$ cat config.mk
export PLATFORM = sky130hd
export DESIGN_NAME = elut_cfg_writer
export DESIGN_NICKNAME = d
export VERILOG_FILES = /design/src/rtl/elut_cfg_pkg.sv /design/src/rtl/elut_cfg_piso.sv /design/src/rtl/elut_cfg_writer.sv
export SDC_FILE = /design/constraint.sdc
export NUM_CORES = 1
export LEC_CHECK = 0
export ABC_AREA = 1
export CORE_UTILIZATION = 41
export CTS_CLUSTER_DIAMETER = 80
export CTS_CLUSTER_SIZE = 24
export DETAILED_ROUTE_END_ITERATION = 6
export PLACE_DENSITY = 0.68
export SYNTH_ARGS = -nofsm -noshare
export SYNTH_HDL_FRONTEND = slang
export SYNTH_HIERARCHICAL = 1
export SYNTH_SLANG_ARGS = --single-unit
$ cat constraint.sdc
create_clock -name clk_i -period 1.6 [get_ports clk_i]
set_input_delay 0.24 -clock clk_i [delete_from_list [all_inputs] [get_ports clk_i]]
set_output_delay 0.24 -clock clk_i [all_outputs]
set_load 0.01 [all_outputs]
$ cat src/rtl/elut_cfg_pkg.sv
// Shared definitions for the LUTRAM configuration writer: FSM encoding and
// the mask-geometry helper used to validate parameters at elaboration.
package elut_cfg_pkg;

    typedef enum logic [1:0] {
        ST_IDLE  = 2'd0,
        ST_LOAD  = 2'd1,
        ST_SHIFT = 2'd2,
        ST_DONE  = 2'd3
    } cfg_state_e;

    // Number of CFG_W-bit words that make up one 2^K-bit LUT mask.
    function automatic int unsigned words_per_lut(input int unsigned k,
                                                  input int unsigned cfg_w);
        return (32'd1 << k) / cfg_w;
    endfunction

endpackage

$ cat src/rtl/elut_cfg_piso.sv
// Parallel-in/serial-out mask register: MSB leaves first, a down-counter of
// remaining bits flags the last bit of the current word.
module elut_cfg_piso #(
    parameter int unsigned CFG_W = 8
) (
    input  logic             clk_i,
    input  logic             rst_ni,
    input  logic             clr_i,
    input  logic             load_i,
    input  logic             shift_i,
    input  logic [CFG_W-1:0] data_i,
    output logic             bit_o,
    output logic             last_o
);

    localparam int unsigned CNT_W = (CFG_W > 1) ? $clog2(CFG_W) : 1;

    logic [CFG_W-1:0] sr_q, sr_d;
    logic [CNT_W-1:0] rem_q, rem_d;

    always_comb begin
        sr_d  = sr_q;
        rem_d = rem_q;
        if (clr_i) begin
            rem_d = '0;
        end else if (load_i) begin
            sr_d  = data_i;
            rem_d = CNT_W'(CFG_W - 1);
        end else if (shift_i) begin
            sr_d  = {sr_q[CFG_W-2:0], 1'b0};
            rem_d = rem_q - CNT_W'(1);
        end
    end

    always_ff @(posedge clk_i or negedge rst_ni) begin
        if (!rst_ni) begin
            sr_q  <= '0;
            rem_q <= '0;
        end else begin
            sr_q  <= sr_d;
            rem_q <= rem_d;
        end
    end

    assign bit_o  = sr_q[CFG_W-1];
    assign last_o = (rem_q == '0);

endmodule

$ cat src/rtl/elut_cfg_writer.sv
// Serialises a byte stream of LUT masks onto the shared LUTRAM write port,
// one mask bit per clock, programming NUM_LUTS LUTs in sequence.
//
//   state    | meaning
//   ---------+-------------------------------------------------------------
//   ST_IDLE  | waiting for start
//   ST_LOAD  | cfg_ready high, waiting for the next mask word
//   ST_SHIFT | one write per cycle; a/d/we show the current mask bit
//   ST_DONE  | one cycle, done pulse
module elut_cfg_writer
    import elut_cfg_pkg::*;
#(
    parameter int unsigned K        = 6,
    parameter int unsigned NUM_LUTS = 4,
    parameter int unsigned CFG_W    = 8
) (
    input  logic                clk_i,
    input  logic                rst_ni,
    input  logic                start_i,
    input  logic                abort_i,
    input  logic                cfg_valid_i,
    output logic                cfg_ready_o,
    input  logic [CFG_W-1:0]    cfg_data_i,
    output logic [K-1:0]        a_o,
    output logic                d_o,
    output logic [NUM_LUTS-1:0] we_o,
    output logic                busy_o,
    output logic                done_o
);

    localparam int unsigned WORDS = words_per_lut(K, CFG_W);
    localparam int unsigned LUT_W = (NUM_LUTS > 1) ? $clog2(NUM_LUTS) : 1;
    localparam logic [LUT_W-1:0] LUT_LAST = LUT_W'(NUM_LUTS - 1);

    if (WORDS * CFG_W != (32'd1 << K)) begin : g_bad_geometry
        $error("elut_cfg_writer: 2^K must be a non-zero multiple of CFG_W");
    end

    cfg_state_e          state_q;
    logic [K-1:0]        addr_q;
    logic [LUT_W-1:0]    lut_q;
    logic [K-1:0]        a_q;
    logic [NUM_LUTS-1:0] we_q;
    logic                busy_q;
    logic                done_q;

    logic in_shift;
    logic bit_last;
    logic bit_cur;
    logic final_bit;
    logic hs;
    logic shift_en;
    logic issue;
    logic cancel;

    // addr_q/lut_q point at the next write; a_q/we_q describe the write in flight.
    assign in_shift  = (state_q == ST_SHIFT);
    assign final_bit = in_shift & bit_last & (a_q == '1) & we_q[NUM_LUTS-1];
    assign cfg_ready_o = ~abort_i &
                         ((state_q == ST_LOAD) | (in_shift & bit_last & ~final_bit));
    assign hs       = cfg_valid_i & cfg_ready_o;
    assign shift_en = in_shift & ~abort_i & ~bit_last;
    assign issue    = hs | shift_en;
    assign cancel   = abort_i & (state_q != ST_IDLE);

    elut_cfg_piso #(
        .CFG_W (CFG_W)
    ) u_piso (
        .clk_i   (clk_i),
        .rst_ni  (rst_ni),
        .clr_i   (cancel),
        .load_i  (hs),
        .shift_i (shift_en),
        .data_i  (cfg_data_i),
        .bit_o   (bit_cur),
        .last_o  (bit_last)
    );

    always_ff @(posedge clk_i or negedge rst_ni) begin
        if (!rst_ni) begin
            state_q <= ST_IDLE;
            addr_q  <= '0;
            lut_q   <= '0;
            a_q     <= '0;
            we_q    <= '0;
            busy_q  <= 1'b0;
            done_q  <= 1'b0;
        end else begin
            done_q <= 1'b0;

            if (issue) begin
                a_q    <= addr_q;
                we_q   <= NUM_LUTS'(1) << lut_q;
                addr_q <= addr_q + K'(1);
                if (addr_q == '1) begin
                    lut_q <= (lut_q == LUT_LAST) ? '0 : lut_q + LUT_W'(1);
                end
            end else begin
                we_q <= '0;
            end

            case (state_q)
                ST_IDLE: begin
                    if (start_i) begin
                        state_q <= ST_LOAD;
                        busy_q  <= 1'b1;
                        addr_q  <= '0;
                        lut_q   <= '0;
                    end
                end
                ST_LOAD: begin
                    if (abort_i) begin
                        state_q <= ST_IDLE;
                        busy_q  <= 1'b0;
                    end else if (hs) begin
                        state_q <= ST_SHIFT;
                    end
                end
                ST_SHIFT: begin
                    if (abort_i) begin
                        state_q <= ST_IDLE;
                        busy_q  <= 1'b0;
                    end else if (final_bit) begin
                        state_q <= ST_DONE;
                        busy_q  <= 1'b0;
                        done_q  <= 1'b1;
                    end else if (bit_last && !cfg_valid_i) begin
                        state_q <= ST_LOAD;
                    end
                end
                ST_DONE: begin
                    state_q <= ST_IDLE;
                end
                default: begin
                    state_q <= ST_IDLE;
                end
            endcase

            if (cancel) begin
                addr_q <= '0;
                lut_q  <= '0;
            end
        end
    end

    assign a_o    = a_q;
    assign d_o    = bit_cur;
    assign we_o   = we_q;
    assign busy_o = busy_q;
    assign done_o = done_q;

endmodule

==> results.yml, run 1 <==
logic_synthesis:
  yosys.area_share.xor_xnor: 0.00976
  synth_top_flop_cell: "sky130_fd_sc_hd__dfrtp_1"
  fraction_of_synthesized_cell_area_taken_by_the_top_area_cell_type: 0.460
  synth_simple_gate_area_frac: 0.311
  dominant_cell_by_count_in_the_synthesized_netlist: "sky130_fd_sc_hd__nand2_1"
  share_of_the_synthesized_area_in_compound_gates_ao_oa_aoi_oai: 0.0641
  synth_top_cells_by_area: "sky130_fd_sc_hd__dfrtp_1 (46%), sky130_fd_sc_hd__nand2_1 (19%), sky130_fd_sc_hd__ha_1 (7.7%)"
  synth_fa_ha_area_frac: 0.0767
  yosys_warnings: 6
  ys_async_sr_fraction: 1.00
  yosys_top_cell_by_area: "sky130_fd_sc_hd__dfrtp_1"
  synth_cell_types: 24
  post_synth_most_frequent_cells: "sky130_fd_sc_hd__nand2_1 (92), sky130_fd_sc_hd__dfrtp_1 (33), sky130_fd_sc_hd__inv_1 (27), sky130_fd_sc_hd__nor2_1 (23), sky130_fd_sc_hd__ha_1 (11)"
  synth_area_um2: 1800
  synth_sequential_area_ratio: 0.460
  dominant_combinational_cell_family_by_area_after_synthesis: "simple AND/OR/NAND/NOR gates"
  synth_cells: 232
  post_synth.cell_area_avg_um2: 7.74
  muxShareOfSynthArea: 0
  synth-seq-cells: 33
  post_synth_edffs: 0
  syn-num-nets: 256
setup_path:
  maximum_single_stage_delay_on_the_critical_path_ns: 0.39
  crit_type: "flop to output port"
  required_time_at_the_worst_slack_endpoint_ns: 1.36
  critPathArrivalTime_ns: 1.48
  cp-end-kind: "output port"
  start_kind: "flop"
  cpMaxStageDelayCell: "sky130_fd_sc_hd__dfrtp_1"
  ff2ff_setup_slack_ns: -0.11
  crit_path_max_fanout: 2
  crit_path_cell_trace: "inv_2 -> ha_4 -> ha_4 -> nand2_4 -> nor2_4 -> nand2_2 -> nand2_4 -> buf_2"
cells_and_area:
  multi_input_area_um2: 1020
  layout.nets: 321
  areaGrowthSynthToFinish_pct: 52.1
  post-route-util: 0.664
  antenna_cells: 0
  fillers: 334
  fin_cells: 348
  sequential_cell_area_um2: 826
  drive_gt1_frac: 0.289
drt:
  detail_route.wirelength_um: 4420
  antenna_violating_nets_post_route: 0
  avgRoutedWirePerCell_um: 12.7
  first_pass_iters: 4
  routed-via-count: 1677
  remaining_drc_errors: 0
  drt-vias-per-instance: 4.82
  drt_first_iter_violations: 94
timing:
  clock-skew-final_ns: 0.00471
  slew-limit-headroom: 0.716
  timing_hold_violations_final: 0
  period_share: 1.07
  setup_viol: 24
  rsz0062_at_grt: "true"
  maxSlewViolCount: 0
  timing.final.crit_period_ns: 1.72
  worstMarginPinSlew_ns: 0.426
  max_freq_mhz: 582
  final.hold.worst_slack_ns: 0.357
  setup_slack_ns: -0.117
job:
  max_cap_viol_count: 0
floorplan:
  die_area_um2: 4650
  die-height_um: 68.2
  fp.coreArea_um2: 4120
  pin_count: 27
  dieWidth_um: 68.2
  start_util: 0.436
  core.rowCount: 23
global_route:
  grt-ovfl-total: 0
  via_count_of_the_first_global_routing_pass: 1508
  grt_start_max_net_pins: 34
  wire_length_of_the_first_global_routing_pass_um: 6630
  globalRouteTotalUtil: 0.200
  grt_antenna_before_repair: 0
clocking:
  cts.root.buffer_cell: "sky130_fd_sc_hd__clkbuf_8"
  clock_sinks: 33
  cts_tree: "yes"
  cts-root-to-sink-buffers: 2
  tritoncts.num_buffers: 5
  worst_skew_pair.late_latency_ns: 0.29
  clkTransAtPathRegs_ns: 0.07
  htree_levels: 2
hold_path:
  min-delay-path-class: "input port to asynchronous set/reset pin"
place:
  dp.final_hpwl_um: 2750
  post-place-cells: 325
  io_buffers: 26
  globalplace.congestion: 0.821
power:
  power.leakage_nw: 1.37
  peakVddDrop_v: 0.000623
  pwr_density_cell_nw_per_um2: 1630
run_status:
  status: "finished, violations left"
  failed_checks: "negative setup slack"
==> per-stage QoR <==
step / instance area [µm²] / setup TNS [ns] / setup WS (ns) / total power, mW
2_1_floorplan: 1820 / -0.366 / -0.0456 / 2.33
3_3_place_gp: 2280 / -1.90 / -0.181 / 3.02
3_5_place_dp: 2280 / -2.97 / -0.228 / 3.05
4_1_cts: 2490 / -1.51 / -0.126 / 4.06
5_1_grt: 2730 / -4.62 / -0.230 / 4.80
6_report: 2730 / -1.99 / -0.117 / 4.46
==> sequential cells by signal, indices dropped and copies added, names as in the netlist <==
name / flops
done_o: 1
lut_q: 2
addr_q: 6
busy_o: 1
u_piso/rem_q: 3
u_piso/sr_q: 8
we_o: 4
state_q: 2
a_o: 6
==> placed cells by master, fill, tap and decap left out, drive strengths merged <==
cell	n
nand4	4
bufinv	1
xor2	1
inv	29
buf	33
xnor2	1
clkdlybuf4s50	25
o21bai	1
clkbuf	8
dfrtp	33
nor3	2
ha	11
o21ai	13
nand3	8
nand2	97
nor2	26
a21oi	4
clkinv	1
==> worst max-delay path, delay by kind of cell (launching register included) <==
family	cells	cell delay (ns)
buffers and inverters	2	0.21
adder cells (fa/ha/maj)	2	0.27
flip-flops	1	0.39
AND/OR/NAND/NOR	4	0.31
==> worst paths after layout <==
kind | to | cells after the start | startpoint
max | cfg_ready_o | 8 | u_piso/rem_q[1]
min | u_piso/sr_q[0] | 2 | rst_ni
max reg2reg | u_piso/sr_q[2] | 13 | u_piso/rem_q[1]
min reg2reg | u_piso/sr_q[7] | 2 | u_piso/sr_q[7]
max in group asynchronous | we_o[0] | 2 | rst_ni
min in group clk_i | u_piso/sr_q[7] | 2 | u_piso/sr_q[7]
==> what timing repair did <==
| action | in CTS | in global routing |
|---|---|---|
| endpoints found under the setup margin | 32 | 33 |
| hold buffers | 0 | 0 |
| cloned | 1 | 2 |
| pin swaps | 7 | 19 |
| buffers inserted | 4 | 8 |
| resized for setup | 22 | 36 |
==> layer usage <==
layer / wire (µm) / GRT usage / share of wire / vias to the layer above
met2: 2180 / 0.322 / 0.49 / 31
met4: 104 / 0.0859 / 0.024 / 0
met3: 162 / 0.0500 / 0.037 / 9
met5: 0 / 0 / 0 / -
li1: - / - / - / 841
met1: 1970 / 0.253 / 0.45 / 796
==> cell families (layout without fill, tap and decap cells) <==
logic type | Yosys count | in the layout
and+or+nand+nor | 135 | 137
xor gates and xnor gates | 2 | 2
adders and majority gates | 11 | 11
buffers and inverters | 33 | 97
DFF | 33 | 33
AOI/OAI and AO/OA | 18 | 18
==> power by group <==
part	internal, mW	switching [mW]	leakage, nW	total [mW]
combinational	1.13	1.21	0.866	2.34
sequential	1.10	0.213	0.444	1.31
clock	0.508	0.305	0.0585	0.812
==> layout make-up <==
| cell class | instances | share of cell area |
|---|---|---|
| Inverter | 30 | 0.0522 |
| Tap cell | 50 | 0.0229 |
| Clock inverter | 1 | 0.0110 |
| Sequential cell | 33 | 0.302 |
| Clock buffer | 7 | 0.0316 |
| Timing Repair Buffer | 59 | 0.208 |
| Multi-Input combinational cell | 168 | 0.372 |
(Power assumes the default switching activity.)
==> inputs of run 2 (changes only) <==
- CORE_ASPECT_RATIO: default -> 0.9
==> run 2 against run 1 <==
The run still ends with negative setup slack left; maximum frequency barely moved; utilization down 4.1 points; via count fell by 6.1%; sequential cell count unchanged; critical path type is now flop to flop.
==> results.yml, run 2 (synthesized netlist as in run 1, its figures left out) <==
drt:
  antenna_violating_nets_post_route: 0
  drt-vias-per-instance: 4.63
  routed-via-count: 1574
  avgRoutedWirePerCell_um: 11.0
  first_pass_iters: 4
  remaining_drc_errors: 0
  detail_route.wirelength_um: 3750
  drt_first_iter_violations: 84
floorplan:
  core.rowCount: 22
  die-height_um: 64.8
  fp.coreArea_um2: 4130
  start_util: 0.435
  dieWidth_um: 71.8
  pin_count: 27
  die_area_um2: 4650
power:
  net-switching-power_mw: 1.55
  seqPwrFrac: 0.310
  swShare: 0.375
  power.leakage_nw: 1.29
  pwr_density_cell_nw_per_um2: 1610
  peakVddDrop_v: 0.000855
  comb_power_share: 0.494
  cell_internal_pwr_mw: 2.59
  clock_power_share: 0.196
setup_path:
  critPathArrivalTime_ns: 1.92
  crit_path_max_fanout: 7
  maximum_single_stage_delay_on_the_critical_path_ns: 0.38
  path_delay_family: "simple AND/OR/NAND/NOR gates"
  worstReg2RegStart: "u_piso/rem_q[0]"
  cp-end-kind: "flop"
  crit_path_start: "u_piso/rem_q[0]"
  critical_path.n_buffers_inverters: 3
  crit_path_cell_trace: "inv_1 -> ha_2 -> ha_4 -> nand2_4 -> nor2_4 -> nand2_2 -> nand2_2 -> nand2_4 -> buf_12 -> nand2_8 -> buf_4 -> o21ai_1 -> nor2_1"
  cpMaxStageDelayCell: "sky130_fd_sc_hd__dfrtp_1"
  required_time_at_the_worst_slack_endpoint_ns: 1.81
  start_kind: "flop"
  crit_type: "flop to flop"
  ff2ff_setup_slack_ns: -0.12
cells_and_area:
  most-common-layout-cells: "sky130_fd_sc_hd__nand2_1 (83), sky130_fd_sc_hd__dfrtp_1 (33), sky130_fd_sc_hd__inv_1 (25), sky130_fd_sc_hd__clkdlybuf4s50_1 (25), sky130_fd_sc_hd__buf_4 (24)"
  antenna_cells: 0
  mostFrequentLayoutCell: "sky130_fd_sc_hd__nand2_1"
  flip_flop_count_of_the_largest_register_after_layout: 8
  post-route-util: 0.623
  layout.nets: 315
  areaGrowthSynthToFinish_pct: 43.3
  drive_gt1_frac: 0.240
  max_flop_register: "u_piso/sr_q"
timing:
  slew-limit-headroom: 0.720
  max_freq_mhz: 583
  timing.final.crit_period_ns: 1.72
  setup_viol: 27
  worstMarginPinSlew_ns: 0.420
  timing_hold_violations_final: 0
  maxSlewViolCount: 0
  clock-skew-final_ns: 0.00968
  rsz0062_at_grt: "true"
  period_share: 1.07
  setup_slack_ns: -0.116
job:
  max_cap_viol_count: 0
place:
  io_buffers: 26
  dp.final_hpwl_um: 2540
  globalplace.congestion: 0.857
  worst_slack_placed_ns: -0.220
global_route:
  via_count_of_the_first_global_routing_pass: 1467
  grt_antenna_before_repair: 0
  grt_start_max_net_pins: 34
  grt-ovfl-total: 0
  wire_length_of_the_first_global_routing_pass_um: 6440
  globalRouteTotalUtil: 0.181
clocking:
  clkTransAtPathRegs_ns: 0.07
  clock_sinks: 33
  cts-hold-fix-buffers: 0
  cts_tree: "yes"
  cts-root-to-sink-buffers: 2
  htree_levels: 2
  worst_skew_pair.late_latency_ns: 0.28
  tritoncts.num_buffers: 5
  cts.root.buffer_cell: "sky130_fd_sc_hd__clkbuf_8"
run_status:
  failed_checks: "negative setup slack"
  status: "finished, violations left"
hold_path:
  min-delay-path-class: "input port to asynchronous set/reset pin"
==> run 2: cell types whose count changed in the layout (fill, tap and decap cells not counted), sizes merged <==
cell / change
inv: +1
clkbuf: -1
clkinv: -1
buf: -5
==> run 2: layer usage <==
layer  global-route usage  vias up  part of all wire
li1                     -      830                 -
met1                0.234      699              0.47
met2                0.300       38              0.47
met3               0.0373        7             0.036
met4               0.0662        0             0.016
met5                    0        -                 0
==> run 2: worst register-to-register path, cell delays in order (launching register included) <==
cell,delay (ns)
sky130_fd_sc_hd__dfrtp_1,0.38
sky130_fd_sc_hd__inv_1,0.06
sky130_fd_sc_hd__ha_2,0.18
sky130_fd_sc_hd__ha_4,0.14
sky130_fd_sc_hd__nand2_4,0.06
sky130_fd_sc_hd__nor2_4,0.10
sky130_fd_sc_hd__nand2_2,0.06
sky130_fd_sc_hd__nand2_2,0.09
sky130_fd_sc_hd__nand2_4,0.09
sky130_fd_sc_hd__buf_12,0.14
sky130_fd_sc_hd__nand2_8,0.09
sky130_fd_sc_hd__buf_4,0.12
sky130_fd_sc_hd__o21ai_1,0.05
sky130_fd_sc_hd__nor2_1,0.09
==> run 2: timing repair <==
action | in CTS | in global routing
pin swaps | 6 | 7
buffers inserted | 2 | 2
gates cloned | 2 | 0
endpoints found under the setup margin | 32 | 33
resized for setup | 16 | 20
endpoints found under the hold margin | 0 | 0
==> run 2: path summary, 6_finish.rpt <==
check                           depth (start not counted)        endpoint
worst max-delay path                                   13       addr_q[3]
worst min-delay path                                    2  u_piso/sr_q[0]
worst max register to register                         13       addr_q[3]
worst min register to register                          2  u_piso/sr_q[5]
max in group asynchronous                               2       addr_q[5]
min in group clk_i                                      2  u_piso/sr_q[5]
==> run 2: cell type report <==
cell class	count	area, µm²
Fill cell	374	1560
Multi-Input combinational cell	168	947
Sequential cell	33	826
Timing Repair Buffer	53	493
Inverter	30	130
Clock buffer	7	86.3
Tap cell	48	60.1
Clock inverter	1	30.0
==> run 2: through the flow <==
stage	total power [mW]	cells	hold slack, ns	TNS, ns	area, µm²
floorplan	2.33	232	-0.0556	-0.366	1820
global placement	3.00	326	0.461	-2.04	2300
detailed placement	3.04	326	0.469	-2.81	2300
CTS	3.98	338	0.368	-1.55	2480
global route	4.49	340	0.383	-6.38	2570
finish	4.14	340	0.356	-2.20	2570
==> run 2: power groups by stage <==
stage / logic, mW / registers (mW) / clock network, mW
3_3_place_gp: 1.73 / 1.28 / 0
2_1_floorplan: 1.02 / 1.30 / 0
5_1_grt: 2.30 / 1.32 / 0.874
3_5_place_dp: 1.76 / 1.28 / 0
6_report: 2.05 / 1.28 / 0.810
4_1_cts: 1.88 / 1.27 / 0.830
==> inputs of run 3 (changes only) <==
- ABC_AREA: 1 -> default
- DONT_BUFFER_PORTS: default -> 1
- PLACE_DENSITY: 0.68 -> 0.59
==> run 3 against run 2 <==
The flow finishes with violations (design-rule violations, negative setup slack); critical path depth fell by 6; clock-buffer cell count unchanged; utilization shrank 0.53 points; sequential share of layout area rose by 0.54 points; power down 8.3%; register-to-register slack got worse by 0.12 ns; first-iteration DRC count up 44%; clock skew hardly changed; final cell count is 20% lower.
==> results.yml, run 3 <==
timing:
  setup_viol: 30
  timing.final.crit_period_ns: 1.84
  timing_hold_violations_final: 0
  setup_slack_ns: -0.236
  worstMarginPinSlew_ns: 0.293
  slew-limit-headroom: 0.803
  rsz0062_at_grt: "true"
  max_freq_mhz: 545
  maxSlewViolCount: 0
  final.hold.worst_slack_ns: 0.0902
  period_share: 1.15
  fin_setup_tns_ns: -3.38
  clock-skew-final_ns: 0.00966
setup_path:
  timing.rr.end: "u_piso/sr_q[4]"
  r2r.worst_path.cells: 7
  crit_path_max_fanout: 5
  start_kind: "flop"
  crit_path_start: "state_q[1]"
  required_time_at_the_worst_slack_endpoint_ns: 1.78
  crit_type: "flop to flop"
  ff2ff_setup_slack_ns: -0.24
  worstReg2RegStart: "state_q[1]"
  critPathArrivalTime_ns: 2.01
  cp-end-kind: "flop"
place:
  io_buffers: 0
  globalplace.congestion: 0.777
  worst_slack_placed_ns: -0.315
  post-place-cells: 248
  dp.final_hpwl_um: 3020
logic_synthesis:
  fraction_of_synthesized_cell_area_taken_by_the_top_area_cell_type: 0.466
  syn-num-nets: 198
  ys_async_sr_fraction: 1.00
  synth_sequential_area_ratio: 0.466
  post_synth.cell_area_avg_um2: 10.2
  post_synth_edffs: 0
  synth_area_um2: 1770
  synth-seq-cells: 33
  post_synth_most_frequent_cells: "sky130_fd_sc_hd__dfrtp_1 (33), sky130_fd_sc_hd__a21oi_1 (14), sky130_fd_sc_hd__nand2_1 (14), sky130_fd_sc_hd__inv_1 (13), sky130_fd_sc_hd__o22ai_1 (13)"
  yosys_top_cell_by_area: "sky130_fd_sc_hd__dfrtp_1"
  synth_cells: 174
  synth_cell_types: 40
  dominant_cell_by_count_in_the_synthesized_netlist: "sky130_fd_sc_hd__dfrtp_1"
  yosys_warnings: 6
  synth_top_flop_cell: "sky130_fd_sc_hd__dfrtp_1"
  synth_top_cells_by_area: "sky130_fd_sc_hd__dfrtp_1 (47%), sky130_fd_sc_hd__ha_1 (7.8%), sky130_fd_sc_hd__o22ai_1 (4.6%)"
hold_path:
  min_delay_src: "cfg_data_i[0]"
  holdPathEnd: "u_piso/sr_q[0]"
  min-delay-path-class: "input port to flop"
  hold_depth: 2
clocking:
  tritoncts.num_buffers: 5
  cts.root.buffer_cell: "sky130_fd_sc_hd__clkbuf_8"
  clkTransAtPathRegs_ns: 0.07
  cts-root-to-sink-buffers: 2
  htree_levels: 2
  worst_skew_pair.late_latency_ns: 0.28
  cts_tree: "yes"
  clock_sinks: 33
cells_and_area:
  areaGrowthSynthToFinish_pct: 43.1
  most-common-layout-cells: "sky130_fd_sc_hd__buf_4 (37), sky130_fd_sc_hd__dfrtp_1 (32), sky130_fd_sc_hd__nand2_1 (13)"
  max_flop_register: "u_piso/sr_q"
  flip_flop_count_of_the_largest_register_after_layout: 8
  antenna_cells: 0
  mostFrequentLayoutCell: "sky130_fd_sc_hd__buf_4"
  layout.nets: 249
  fin_cells: 273
  drive_gt1_frac: 0.449
power:
  comb_power_share: 0.511
  seqPwrFrac: 0.323
  clock_power_share: 0.166
  cell_internal_pwr_mw: 2.43
  peakVddDrop_v: 0.000774
  power.leakage_nw: 1.15
  net-switching-power_mw: 1.37
  swShare: 0.361
  pwr_density_cell_nw_per_um2: 1500
drt:
  routed-via-count: 1490
  antenna_violating_nets_post_route: 0
  drt_first_iter_violations: 121
  drt-vias-per-instance: 5.46
  remaining_drc_errors: 2
  first_pass_iters: 6
  detail_route.wirelength_um: 4550
  avgRoutedWirePerCell_um: 16.7
floorplan:
  core.rowCount: 22
  die-height_um: 64.3
  pin_count: 27
  dieWidth_um: 71.3
  start_util: 0.432
  die_area_um2: 4590
  fp.coreArea_um2: 4100
run_status:
  status: "finished, violations left"
  failed_checks: "design-rule violations, negative setup slack"
global_route:
  via_count_of_the_first_global_routing_pass: 1544
  grt-ovfl-total: 0
  wire_length_of_the_first_global_routing_pass_um: 7110
  grt_antenna_before_repair: 0
  globalRouteTotalUtil: 0.205
  grt_start_max_net_pins: 34
job:
  max_cap_viol_count: 0
## run 3: cell count changes after synthesis, moves of 6 or more
cell,delta
sky130_fd_sc_hd__nand2_1,-78
sky130_fd_sc_hd__nor2_1,-19
sky130_fd_sc_hd__inv_1,-14
sky130_fd_sc_hd__o22ai_1,+13
sky130_fd_sc_hd__a21oi_1,+12
sky130_fd_sc_hd__mux2i_1,+7
sky130_fd_sc_hd__nand2b_1,+6
## run 3: final cells by class
cell class	count	area, µm²
tap	48	60.1
multi-input combinational	123	1080
inverter	14	57.6
fill	319	1570
sequential	33	827
timing repair buffer	48	418
clock buffer	7	86.3
## run 3: logic make-up after synthesis
| kind of cell | synth area share |
|---|---|
| adder cells (fa/ha/maj) | 0.0777 |
| XOR/XNOR | 0.00495 |
| AND/OR/NAND/NOR | 0.167 |
| buffers and inverters | 0.0438 |
| multiplexers | 0.0587 |
| AO/OA/AOI/OAI | 0.181 |
| flip-flops | 0.466 |
## run 3: power by group through the flow
stage / clock [mW] / combinational (mW) / sequential [mW]
3_3_place_gp: 0 / 1.42 / 1.22
2_1_floorplan: 0 / 0.993 / 1.21
3_5_place_dp: 0 / 1.47 / 1.23
5_1_grt: 0.688 / 2.11 / 1.25
6_report: 0.631 / 1.94 / 1.23
4_1_cts: 0.647 / 1.72 / 1.21
## run 3: metal layers
layer	routed length (µm)	global-route usage	vias to the layer above
li1	-	-	716
met4	54	0.0800	0
met3	191	0.0552	4
met5	0	0	-
met1	1980	0.252	740
met2	2320	0.343	30
## run 3: repair_timing
| item | in CTS | in global routing |
|---|---|---|
| hold buffers | 2 | 0 |
| setup buffers | 7 | 10 |
| hold endpoints to repair | 33 | 0 |
| pin swaps | 7 | 9 |
| resized for setup | 22 | 30 |
| setup endpoints to repair | 31 | 33 |
## run 3: worst max path at each step
stage                endpoint  depth (start not counted)
5_1_grt              lut_q[1]                          7
4_1_cts        u_piso/sr_q[4]                          8
2_1_floorplan  u_piso/sr_q[4]                          8
3_5_place_dp        addr_q[5]                          7
3_3_place_gp        addr_q[5]                          7
6_report       u_piso/sr_q[4]                          7
## run 3: per-stage QoR
step	instance area (µm²)	utilization	power [mW]
6_report	2530	0.618	3.80
5_1_grt	2530	0.618	4.05
4_1_cts	2340	0.571	3.58
3_5_place_dp	2110	0.515	2.70
3_3_place_gp	2110	0.515	2.63
2_1_floorplan	1840	-	2.20
## run 3: worst max-delay path, cell delays in order (launching register included)
cell	delay (ns)
sky130_fd_sc_hd__dfrtp_2	0.44
sky130_fd_sc_hd__ha_4	0.17
sky130_fd_sc_hd__nor2b_4	0.15
sky130_fd_sc_hd__nand2_4	0.08
sky130_fd_sc_hd__o22ai_4	0.08
sky130_fd_sc_hd__and2_4	0.17
sky130_fd_sc_hd__or4b_1	0.51
sky130_fd_sc_hd__o221a_1	0.13
